### config.mk
export PLATFORM = sky130hd
export DESIGN_NAME = pipe_hazard_ctrl_flat
export DESIGN_NICKNAME = d
export VERILOG_FILES = /design/src/rtl/pipe_hazard_ctrl_pkg.sv /design/src/rtl/pipe_hazard_ctrl_if.sv /design/src/rtl/pipe_hazard_ctrl_dcache_hs_fsm.sv /design/src/rtl/pipe_hazard_ctrl.sv /design/src/flat_wrapper.sv
export SDC_FILE = /design/constraint.sdc
export NUM_CORES = 1
export LEC_CHECK = 0
export BUFFER_PORTS_ARGS = -buffer_cell sky130_fd_sc_hd__buf_4
export CAP_MARGIN = 20
export CELL_PAD_IN_SITES_DETAIL_PLACEMENT = 1
export CELL_PAD_IN_SITES_GLOBAL_PLACEMENT = 1
export CORE_MARGIN = 3
export CORE_UTILIZATION = 27
export DETAILED_ROUTE_END_ITERATION = 8
export GPL_ROUTABILITY_DRIVEN = 0
export PLACE_DENSITY_LB_ADDON = 0.1
export SKIP_LAST_GASP = 1
export SLEW_MARGIN = 0
export SYNTH_ARGS = -nofsm -noshare
export SYNTH_HDL_FRONTEND = slang
export SYNTH_HIERARCHICAL = 1
export SYNTH_SLANG_ARGS = --single-unit
### constraint.sdc
create_clock -name clock -period 6.8 [get_ports clock]
set_clock_uncertainty 0.05 [all_clocks]
set_input_delay 1.02 -clock clock [delete_from_list [all_inputs] [get_ports clock]]
set_output_delay 1.02 -clock clock [all_outputs]
set_load 0.01 [all_outputs]
### src/rtl/pipe_hazard_ctrl_pkg.sv
// Shared definitions for the pipeline hazard controller slice.
//   - Width range macros for PC and logical register index buses.
//   - Default parameter values for the controller.
//   - dcache handshake FSM state encoding.
//   - Packed bundle of the stall/flush/redirect controls built by the
//     priority mux.
`ifndef PC_RANGE
`define PC_RANGE PC_WIDTH-1:0
`endif
`ifndef LREG_RANGE
`define LREG_RANGE LREG_WIDTH-1:0
`endif

package pipe_hazard_ctrl_pkg;

    localparam int PC_WIDTH_DEF   = 64;
    localparam int LREG_WIDTH_DEF = 5;
    localparam int MULDIV_LAT_DEF = 4;

    // dcache handshake FSM encoding (kept as plain constants for
    // compatibility with existing state decoders in the codebase).
    localparam logic [1:0] M_IDLE = 2'd0;
    localparam logic [1:0] M_REQ  = 2'd1;
    localparam logic [1:0] M_WAIT = 2'd2;

    typedef struct packed {
        logic stall_if_id;
        logic stall_id_ex;
        logic stall_ex_mem;
        logic stall_mem_wb;
        logic flush_if_id;
        logic flush_id_ex;
        logic flush_ex_mem;
        logic redirect;
    } hz_ctrl_t;

endpackage

### src/rtl/pipe_hazard_ctrl_if.sv
// Handshake bundle between the hazard controller, the dcache and the IFU.
//   mem_req_valid      : controller -> dcache request
//   mem_req_ready      : dcache accepts request
//   mem_resp_valid     : dcache response/ack
//   fe_redirect_valid  : controller -> IFU redirect
//   fe_redirect_target : redirect PC
// master = hazard controller side, slave = dcache/IFU side.
interface pipe_hazard_ctrl_if #(
    parameter int PC_WIDTH = pipe_hazard_ctrl_pkg::PC_WIDTH_DEF
);
    logic                 mem_req_valid;
    logic                 mem_req_ready;
    logic                 mem_resp_valid;
    logic                 fe_redirect_valid;
    logic [`PC_RANGE]     fe_redirect_target;

    modport master (
        output mem_req_valid,
        input  mem_req_ready,
        input  mem_resp_valid,
        output fe_redirect_valid,
        output fe_redirect_target
    );

    modport slave (
        input  mem_req_valid,
        output mem_req_ready,
        output mem_resp_valid,
        input  fe_redirect_valid,
        input  fe_redirect_target
    );
endinterface

### src/rtl/pipe_hazard_ctrl_dcache_hs_fsm.sv
// dcache request/response handshake sequencer for the MEM stage.
//   clock, reset_n    : clock, async active-low reset
//   mem_instr_valid   : MEM-stage instruction valid
//   mem_is_ls         : MEM instruction is a load or store
//   mem_req_ready     : dcache accepts request
//   mem_resp_valid    : dcache response (only sampled while waiting)
//   mem_req_valid     : dcache request
//   mem_stall         : MEM access still in flight, whole pipe must hold
module dcache_hs_fsm
    import pipe_hazard_ctrl_pkg::*;
(
    input  logic clock,
    input  logic reset_n,
    input  logic mem_instr_valid,
    input  logic mem_is_ls,
    input  logic mem_req_ready,
    input  logic mem_resp_valid,
    output logic mem_req_valid,
    output logic mem_stall
);

    logic [1:0] state_q;
    logic [1:0] state_d;

    always_comb begin
        // NOTE: every output of this block gets a default first so no
        // path through the case leaves a latch behind.
        state_d       = state_q;
        mem_req_valid = 1'b0;
        mem_stall     = 1'b0;
        case (state_q)
            M_IDLE: begin
                if (mem_instr_valid && mem_is_ls) begin
                    mem_req_valid = 1'b1;
                    mem_stall     = 1'b1;
                    state_d       = mem_req_ready ? M_WAIT : M_REQ;
                end
            end
            M_REQ: begin
                mem_req_valid = 1'b1;
                mem_stall     = 1'b1;
                if (mem_req_ready) state_d = M_WAIT;
            end
            M_WAIT: begin
                // The response cycle itself releases the pipe.
                mem_stall = ~mem_resp_valid;
                if (mem_resp_valid) state_d = M_IDLE;
            end
            default: state_d = M_IDLE;
        endcase
    end

    // NOTE: asynchronous active-low reset; state uses non-blocking
    // assignments so all flops update together at the edge.
    always_ff @(posedge clock or negedge reset_n) begin
        if (!reset_n) state_q <= M_IDLE;
        else          state_q <= state_d;
    end

endmodule

### src/rtl/pipe_hazard_ctrl.sv
// Central stall/flush sequencer for the in-order IF/ID/EX/MEM/WB backend.
// Resolves, in priority order: dcache handshake, muldiv occupancy,
// load-use, branch redirect. A redirect arriving while the pipe is held
// by the dcache is parked and issued in the first unstalled cycle.
//   clock, reset_n        : clock, async active-low reset
//   id_* / ex_* / mem_*   : per-stage instruction info
//   redirect_in_*         : mispredict pulse + corrected PC from the BJU
//   dc_fe (master)        : dcache handshake and IFU redirect
//   muldiv_result_valid   : muldiv result final this cycle
//   stall_* / flush_*     : pipeline register controls
module pipe_hazard_ctrl
    import pipe_hazard_ctrl_pkg::*;
#(
    parameter int PC_WIDTH   = PC_WIDTH_DEF,
    parameter int LREG_WIDTH = LREG_WIDTH_DEF,
    parameter int MULDIV_LAT = MULDIV_LAT_DEF
) (
    input  logic              clock,
    input  logic              reset_n,
    input  logic              id_instr_valid,
    input  logic [`LREG_RANGE] id_rs1,
    input  logic [`LREG_RANGE] id_rs2,
    input  logic              id_src1_is_reg,
    input  logic              id_src2_is_reg,
    input  logic              ex_instr_valid,
    input  logic              ex_is_load,
    input  logic [`LREG_RANGE] ex_rd,
    input  logic              ex_is_muldiv,
    input  logic              mem_instr_valid,
    input  logic              mem_is_ls,
    input  logic              redirect_in_valid,
    input  logic [`PC_RANGE]  redirect_in_target,
    pipe_hazard_ctrl_if.master dc_fe,
    output logic              muldiv_result_valid,
    output logic              stall_if_id,
    output logic              stall_id_ex,
    output logic              stall_ex_mem,
    output logic              stall_mem_wb,
    output logic              flush_if_id,
    output logic              flush_id_ex,
    output logic              flush_ex_mem
);

    // Outputs stay quiet during reset and for the first cycle after
    // release; gating the valids keeps all state idle in that cycle too.
    logic out_en;
    always_ff @(posedge clock or negedge reset_n) begin
        if (!reset_n) out_en <= 1'b0;
        else          out_en <= 1'b1;
    end

    logic id_v, ex_v, mem_v, rdr_v;
    assign id_v  = id_instr_valid    & out_en;
    assign ex_v  = ex_instr_valid    & out_en;
    assign mem_v = mem_instr_valid   & out_en;
    assign rdr_v = redirect_in_valid & out_en;

    logic mem_stall;
    logic mem_req_valid_w;
    dcache_hs_fsm u_dcache_hs_fsm (
        .clock          (clock),
        .reset_n        (reset_n),
        .mem_instr_valid(mem_v),
        .mem_is_ls      (mem_is_ls),
        .mem_req_ready  (dc_fe.mem_req_ready),
        .mem_resp_valid (dc_fe.mem_resp_valid),
        .mem_req_valid  (mem_req_valid_w),
        .mem_stall      (mem_stall)
    );
    assign dc_fe.mem_req_valid = mem_req_valid_w;

    hz_ctrl_t ctrl;
    logic     md_stall;
    logic     md_fire;

    generate
        if (MULDIV_LAT > 0) begin : g_md
            localparam int CW = (MULDIV_LAT > 1) ? $clog2(MULDIV_LAT) : 1;
            logic [CW-1:0] md_cnt;
            logic          md_done;
            logic          md_start;

            // md_done blocks a second start by the same instruction while
            // it is still sitting in EX after its result is final.
            assign md_start = ex_v & ex_is_muldiv & ~md_done & (md_cnt == '0);
            assign md_stall = md_start | (md_cnt != '0);
            assign md_fire  = (md_cnt == CW'(1)) | (md_start & (MULDIV_LAT == 1));

            always_ff @(posedge clock or negedge reset_n) begin
                if (!reset_n) begin
                    md_cnt  <= '0;
                    md_done <= 1'b0;
                end else begin
                    if (md_start)            md_cnt <= CW'(MULDIV_LAT - 1);
                    else if (md_cnt != '0)   md_cnt <= md_cnt - CW'(1);
                    if (md_fire)             md_done <= 1'b1;
                    else if (!ctrl.stall_id_ex) md_done <= 1'b0;
                end
            end
        end else begin : g_no_md
            assign md_stall = 1'b0;
            assign md_fire  = 1'b0;
        end
    endgenerate

    logic load_use;
    assign load_use = id_v & ex_v & ex_is_load & (ex_rd != '0) &
                      ((id_src1_is_reg & (id_rs1 == ex_rd)) |
                       (id_src2_is_reg & (id_rs2 == ex_rd)));

    logic             pend_v;
    logic [`PC_RANGE] pend_t;
    logic             redirect_now;
    logic [`PC_RANGE] redirect_tgt;
    assign redirect_now = rdr_v | pend_v;
    assign redirect_tgt = rdr_v ? redirect_in_target : pend_t;

    always_comb begin
        ctrl = '0;
        if (mem_stall) begin
            ctrl.stall_if_id  = 1'b1;
            ctrl.stall_id_ex  = 1'b1;
            ctrl.stall_ex_mem = 1'b1;
            ctrl.stall_mem_wb = 1'b1;
        end else if (md_stall) begin
            ctrl.stall_if_id  = 1'b1;
            ctrl.stall_id_ex  = 1'b1;
            ctrl.flush_ex_mem = 1'b1;
        end else if (load_use) begin
            ctrl.stall_if_id  = 1'b1;
            ctrl.flush_id_ex  = 1'b1;
        end else if (redirect_now) begin
            ctrl.flush_if_id  = 1'b1;
            ctrl.flush_id_ex  = 1'b1;
            ctrl.redirect     = 1'b1;
        end
    end

    // A stalled register ignores flush, so a redirect seen under a dcache
    // stall is parked here until it can actually be issued.
    always_ff @(posedge clock or negedge reset_n) begin
        if (!reset_n) begin
            pend_v <= 1'b0;
            pend_t <= '0;
        end else if (rdr_v && mem_stall) begin
            pend_v <= 1'b1;
            pend_t <= redirect_in_target;
        end else if (ctrl.redirect) begin
            pend_v <= 1'b0;
        end
    end

    assign stall_if_id              = ctrl.stall_if_id;
    assign stall_id_ex              = ctrl.stall_id_ex;
    assign stall_ex_mem             = ctrl.stall_ex_mem;
    assign stall_mem_wb             = ctrl.stall_mem_wb;
    assign flush_if_id              = ctrl.flush_if_id;
    assign flush_id_ex              = ctrl.flush_id_ex;
    assign flush_ex_mem             = ctrl.flush_ex_mem;
    assign muldiv_result_valid      = md_fire;
    assign dc_fe.fe_redirect_valid  = ctrl.redirect;
    assign dc_fe.fe_redirect_target = ctrl.redirect ? redirect_tgt : '0;

    // The BJU never resolves a mispredict while EX is held by muldiv or
    // while ID is being bubbled for load-use.
    a_no_redirect_under_ex_hold : assert property (
        @(posedge clock) disable iff (!reset_n)
        !(rdr_v && (md_stall || load_use))
    ) else $error("redirect_in_valid during muldiv_stall or load_use");

endmodule
### src/flat_wrapper.sv
// flat-port wrapper written by rule: the top's interface ports become plain ports
module pipe_hazard_ctrl_flat import pipe_hazard_ctrl_pkg::*;
#(
    parameter int PC_WIDTH   = PC_WIDTH_DEF,
    parameter int LREG_WIDTH = LREG_WIDTH_DEF,
    parameter int MULDIV_LAT = MULDIV_LAT_DEF
)
  (clock, reset_n, id_instr_valid, id_rs1, id_rs2, id_src1_is_reg, id_src2_is_reg, ex_instr_valid, ex_is_load, ex_rd, ex_is_muldiv, mem_instr_valid, mem_is_ls, redirect_in_valid, redirect_in_target, muldiv_result_valid, stall_if_id, stall_id_ex, stall_ex_mem, stall_mem_wb, flush_if_id, flush_id_ex, flush_ex_mem, dc_fe_mem_req_valid, dc_fe_mem_req_ready, dc_fe_mem_resp_valid, dc_fe_fe_redirect_valid, dc_fe_fe_redirect_target);
  pipe_hazard_ctrl_if #(.PC_WIDTH(PC_WIDTH)) dc_fe_i ();
  input  logic clock;
  input  logic reset_n;
  input  logic id_instr_valid;
  input  logic [`LREG_RANGE] id_rs1;
  input  logic [`LREG_RANGE] id_rs2;
  input  logic id_src1_is_reg;
  input  logic id_src2_is_reg;
  input  logic ex_instr_valid;
  input  logic ex_is_load;
  input  logic [`LREG_RANGE] ex_rd;
  input  logic ex_is_muldiv;
  input  logic mem_instr_valid;
  input  logic mem_is_ls;
  input  logic redirect_in_valid;
  input  logic [`PC_RANGE] redirect_in_target;
  output logic muldiv_result_valid;
  output logic stall_if_id;
  output logic stall_id_ex;
  output logic stall_ex_mem;
  output logic stall_mem_wb;
  output logic flush_if_id;
  output logic flush_id_ex;
  output logic flush_ex_mem;
  output wire logic [$bits(dc_fe_i.mem_req_valid)-1:0] dc_fe_mem_req_valid;
  input wire logic [$bits(dc_fe_i.mem_req_ready)-1:0] dc_fe_mem_req_ready;
  input wire logic [$bits(dc_fe_i.mem_resp_valid)-1:0] dc_fe_mem_resp_valid;
  output wire logic [$bits(dc_fe_i.fe_redirect_valid)-1:0] dc_fe_fe_redirect_valid;
  output wire logic [$bits(dc_fe_i.fe_redirect_target)-1:0] dc_fe_fe_redirect_target;
  assign dc_fe_mem_req_valid = dc_fe_i.mem_req_valid;
  assign dc_fe_i.mem_req_ready = dc_fe_mem_req_ready;
  assign dc_fe_i.mem_resp_valid = dc_fe_mem_resp_valid;
  assign dc_fe_fe_redirect_valid = dc_fe_i.fe_redirect_valid;
  assign dc_fe_fe_redirect_target = dc_fe_i.fe_redirect_target;
  pipe_hazard_ctrl #(.PC_WIDTH(PC_WIDTH), .LREG_WIDTH(LREG_WIDTH), .MULDIV_LAT(MULDIV_LAT)) u_core (.clock(clock), .reset_n(reset_n), .id_instr_valid(id_instr_valid), .id_rs1(id_rs1), .id_rs2(id_rs2), .id_src1_is_reg(id_src1_is_reg), .id_src2_is_reg(id_src2_is_reg), .ex_instr_valid(ex_instr_valid), .ex_is_load(ex_is_load), .ex_rd(ex_rd), .ex_is_muldiv(ex_is_muldiv), .mem_instr_valid(mem_instr_valid), .mem_is_ls(mem_is_ls), .redirect_in_valid(redirect_in_valid), .redirect_in_target(redirect_in_target), .dc_fe(dc_fe_i), .muldiv_result_valid(muldiv_result_valid), .stall_if_id(stall_if_id), .stall_id_ex(stall_id_ex), .stall_ex_mem(stall_ex_mem), .stall_mem_wb(stall_mem_wb), .flush_if_id(flush_if_id), .flush_id_ex(flush_id_ex), .flush_ex_mem(flush_ex_mem));
endmodule
==> out/summary.txt <==
=================================================================================================
Crit path required time                                                                   5730 ps
Clock-pin slew on the worst setup and hold paths                                            50 ps
Die X-Extent                                                                               129 um
Vertical extent of the die                                                                 129 um
Number of buffers added to fix hold violations after cts                                        0
Number of antenna violations at the first check in global routing                               0
Layout Utilization                                                                          38.5%
Master of the slowest instance on the critical path                                  sky130_fd_sc_hd__a211o_4
Pin count of the biggest net entering global routing                                           72
First-pass DRT Iterations                                                                       4
Max Cap Viol                                                                                    0
Total area of multi-input combinational cells                                          2120 sq um
P per Cell Area                                                                       294 nW/um^2
Headroom to the max-slew limit                                                              31.8%
Result of the run                                                                    finished clean
Critical-path cell list                                                              buf_4 > and2_1 > a21oi_1 > o21ai_0 > or2_0 > a211o_4 > a21oi_1 > buf_4
Dpl cells                                                                                     729
Number of buffer and inverter instances along the worst setup path                              2
Effective utilization at floorplan                                                          27.9%
Post-CTS setup repair buffer count                                                              0
Least-Margin Pin Slew                                                                     1020 ps
Area taken by flip-flops and latches                                                   1780 sq um
Die area                                                                              16700 sq um
Remaining antenna violation count                                                               0
Number of rows in the core area                                                                44
Number of failing setup endpoints in the final timing report                                    0
RSZ-0062 raised after global routing                                                           no
HPWL reported at the end of detailed placement                                            8520 um
Highest Clock Rate                                                                      0.223 GHz
Leakage power                                                                          0.00257 uW
Average wire per cell in the routed design                                                17.6 um
Cells taking the most area after synthesis                                           sky130_fd_sc_hd__dfrtp_1, sky130_fd_sc_hd__mux2_2, sky130_fd_sc_hd__a21oi_2
Number of distinct library cell variants in the gate-level netlist after synthesis             27
Startpoint type of the worst setup path                                                 input pin
Drc violations                                                                                  0
Final worst path period need                                                              4490 ps
Family with the most delay on the worst path                                         compound AO/OA/AOI/OAI gates
Data arrival time of the worst path                                                       3420 ps
Final hold violations                                                                           0
Clk Latency, worst-skew pair                                                               340 ps
Clock tree sinks                                                                               71
Total nets after synthesis                                                                    510
Synth Flop Type                                                                      sky130_fd_sc_hd__dfrtp_1
Most numerous cell in the Yosys netlist                                              sky130_fd_sc_hd__dfrtp_1
Starting DRC count in detailed routing                                                        105
Post-synthesis instance area                                                           4100 sq um
H-tree lvl count                                                                                3
Non-filler instance count after layout                                                        745
Worst-path fanout max                                                                          65
Number of enable-type register cells in the synthesized netlist                                 0
Crit path largest cell delay                                                               830 ps
Endpoint type of the worst setup path                                                primary output
Vias per inst                                                                                4.90
Path class of the lowest-slack min-delay path                                        flop to flop
NumNets Final                                                                                 650
Post-synthesis area per instance                                                       9.86 sq um
Final period utilization                                                                    66.0%
CTS Root Buffer Type                                                                 sky130_fd_sc_hd__clkbuf_16
Remaining Overflow, GRT                                                                         0
Yosys synthesis warning count                                                                   6
Vias in the first global route                                                               3969
Peak ir drop on the vdd network                                                         0.0970 mV
Synth area leader                                                                    sky130_fd_sc_hd__dfrtp_1
Wire length of the first global-routing pass                                             20900 um
Port bufs                                                                                     165
Area added between synthesis and finish                                                     38.1%
Asr flop ratio synth                                                                         100%
#FFs+latches synth                                                                             71
Placeable core region                                                                 14700 sq um
All-layer global routing usage                                                              15.9%
TritonCTS clock tree                                                                          yes
Cell count after synthesis                                                                    416
Fraction of layout instances using a drive strength above 1                                 53.3%
Worst Path Class, Setup                                                              input pin to primary output
I/O pin cnt                                                                                   166
Total CTS buffers                                                                               9
TNS Setup                                                                                    0 ps
Antenna diode instance count                                                                    0
Top cells by count, synth                                                            sky130_fd_sc_hd__dfrtp_1, sky130_fd_sc_hd__nand2_1, sky130_fd_sc_hd__mux2_2, sky130_fd_sc_hd__nand3_1, sky130_fd_sc_hd__a21oi_2
Vias                                                                                         3650
Number of filler instances in the final layout                                               1687
Share of the synthesized area in the top cell type                                          43.3%
Final WL                                                                                 13100 um
Number of buffers on the longest clock path                                                     2
Resize count post-CTS                                                                           0
Number of pins exceeding their max-slew limit in the final report                               0
Sequential fraction of the synthesis area                                                   43.3%
=================================================================================================
[routing by layer]
layer	routed length, um	up-vias	track usage, %	part of all wire, %
li1	-	1725	-	-
met1	5700	1826	19.4	43
met2	6450	86	26.7	49
met3	764	13	4.37	5.8
met4	195	0	6.11	1.5
met5	0	-	0	0
[where the power goes]
group	total, uW	internal, uW	switching (uW)
sequential	655	580	75.3
clock	428	257	171
combinational	584	290	294
total	1670	1130	540
[state kept, by name (all words and copies together), names as in the netlist]
signal,flops
u_core/out_en,1
u_core/u_dcache_hs_fsm/state_q,2
u_core/pend_v,1
u_core/pend_t,64
u_core/g_md.md_cnt,2
u_core/g_md.md_done,1
[path summary, 6_finish.rpt]
check                                                      from                               to  slack (ps)  cells after the start
worst max-delay path                            mem_instr_valid     dc_fe_fe_redirect_target[63]        2310                      8
worst min-delay path            u_core/g_md.md_done$_DFFE_PN0P_  u_core/g_md.md_done$_DFFE_PN0P_         450                      1
worst max register to register          u_core/out_en$_DFF_PN0_    u_core/pend_t[44]$_DFFE_PN0P_        3940                      5
worst min register to register  u_core/g_md.md_done$_DFFE_PN0P_  u_core/g_md.md_done$_DFFE_PN0P_         450                      1
max in group asynchronous                               reset_n          u_core/out_en$_DFF_PN0_        5260                      1
min in group asynchronous                               reset_n    u_core/pend_t[46]$_DFFE_PN0P_         770                      1
[placed cells by master (no fill, tap or decap), drive strengths merged]
cell type,instances
buf,167
dfrtp,71
a21oi,71
nand2,69
mux2,65
nand3,65
clkbuf,15
xnor2,10
inv,5
nand4,3
nor2,3
o21ai,3
nor3,2
ha,2
clkinv,1
o22ai,1
nand4b,1
or2,1
a211o,1
and2,1
a21o,1
conb,1
or3b,1
nand2b,1
[per-stage QoR]
step	worst slack, ps	hold slack (ps)	power (uW)	instance area, sq um
2_1_floorplan	2840	392	1030	4100
3_3_place_gp	2350	419	1230	5400
3_5_place_dp	2240	441	1260	5400
4_1_cts	2230	452	1700	5660
5_1_grt	2000	467	1790	5660
6_report	2310	445	1670	5660
[cell type report]
type / count / share of cell area (%)
clock buffers: 15 / 4.55
clock inverters: 1 / 0.0884
inverters: 5 / 0.331
multi-input cells: 302 / 37.4
flip-flops and latches: 71 / 31.4
well taps: 184 / 4.06
repair buffers: 167 / 22.1
[kinds of logic after synthesis]
kind of cell | share of synthesized area (%)
compound gates | 14.1
xor+xnor | 2.14
fa+ha+maj | 0.610
buf+inv | 5.55
flops | 43.3
mux | 17.8
other cells | 0.0914
simple gates | 16.4
No activity file was read; power rests on OpenSTA's default activity.
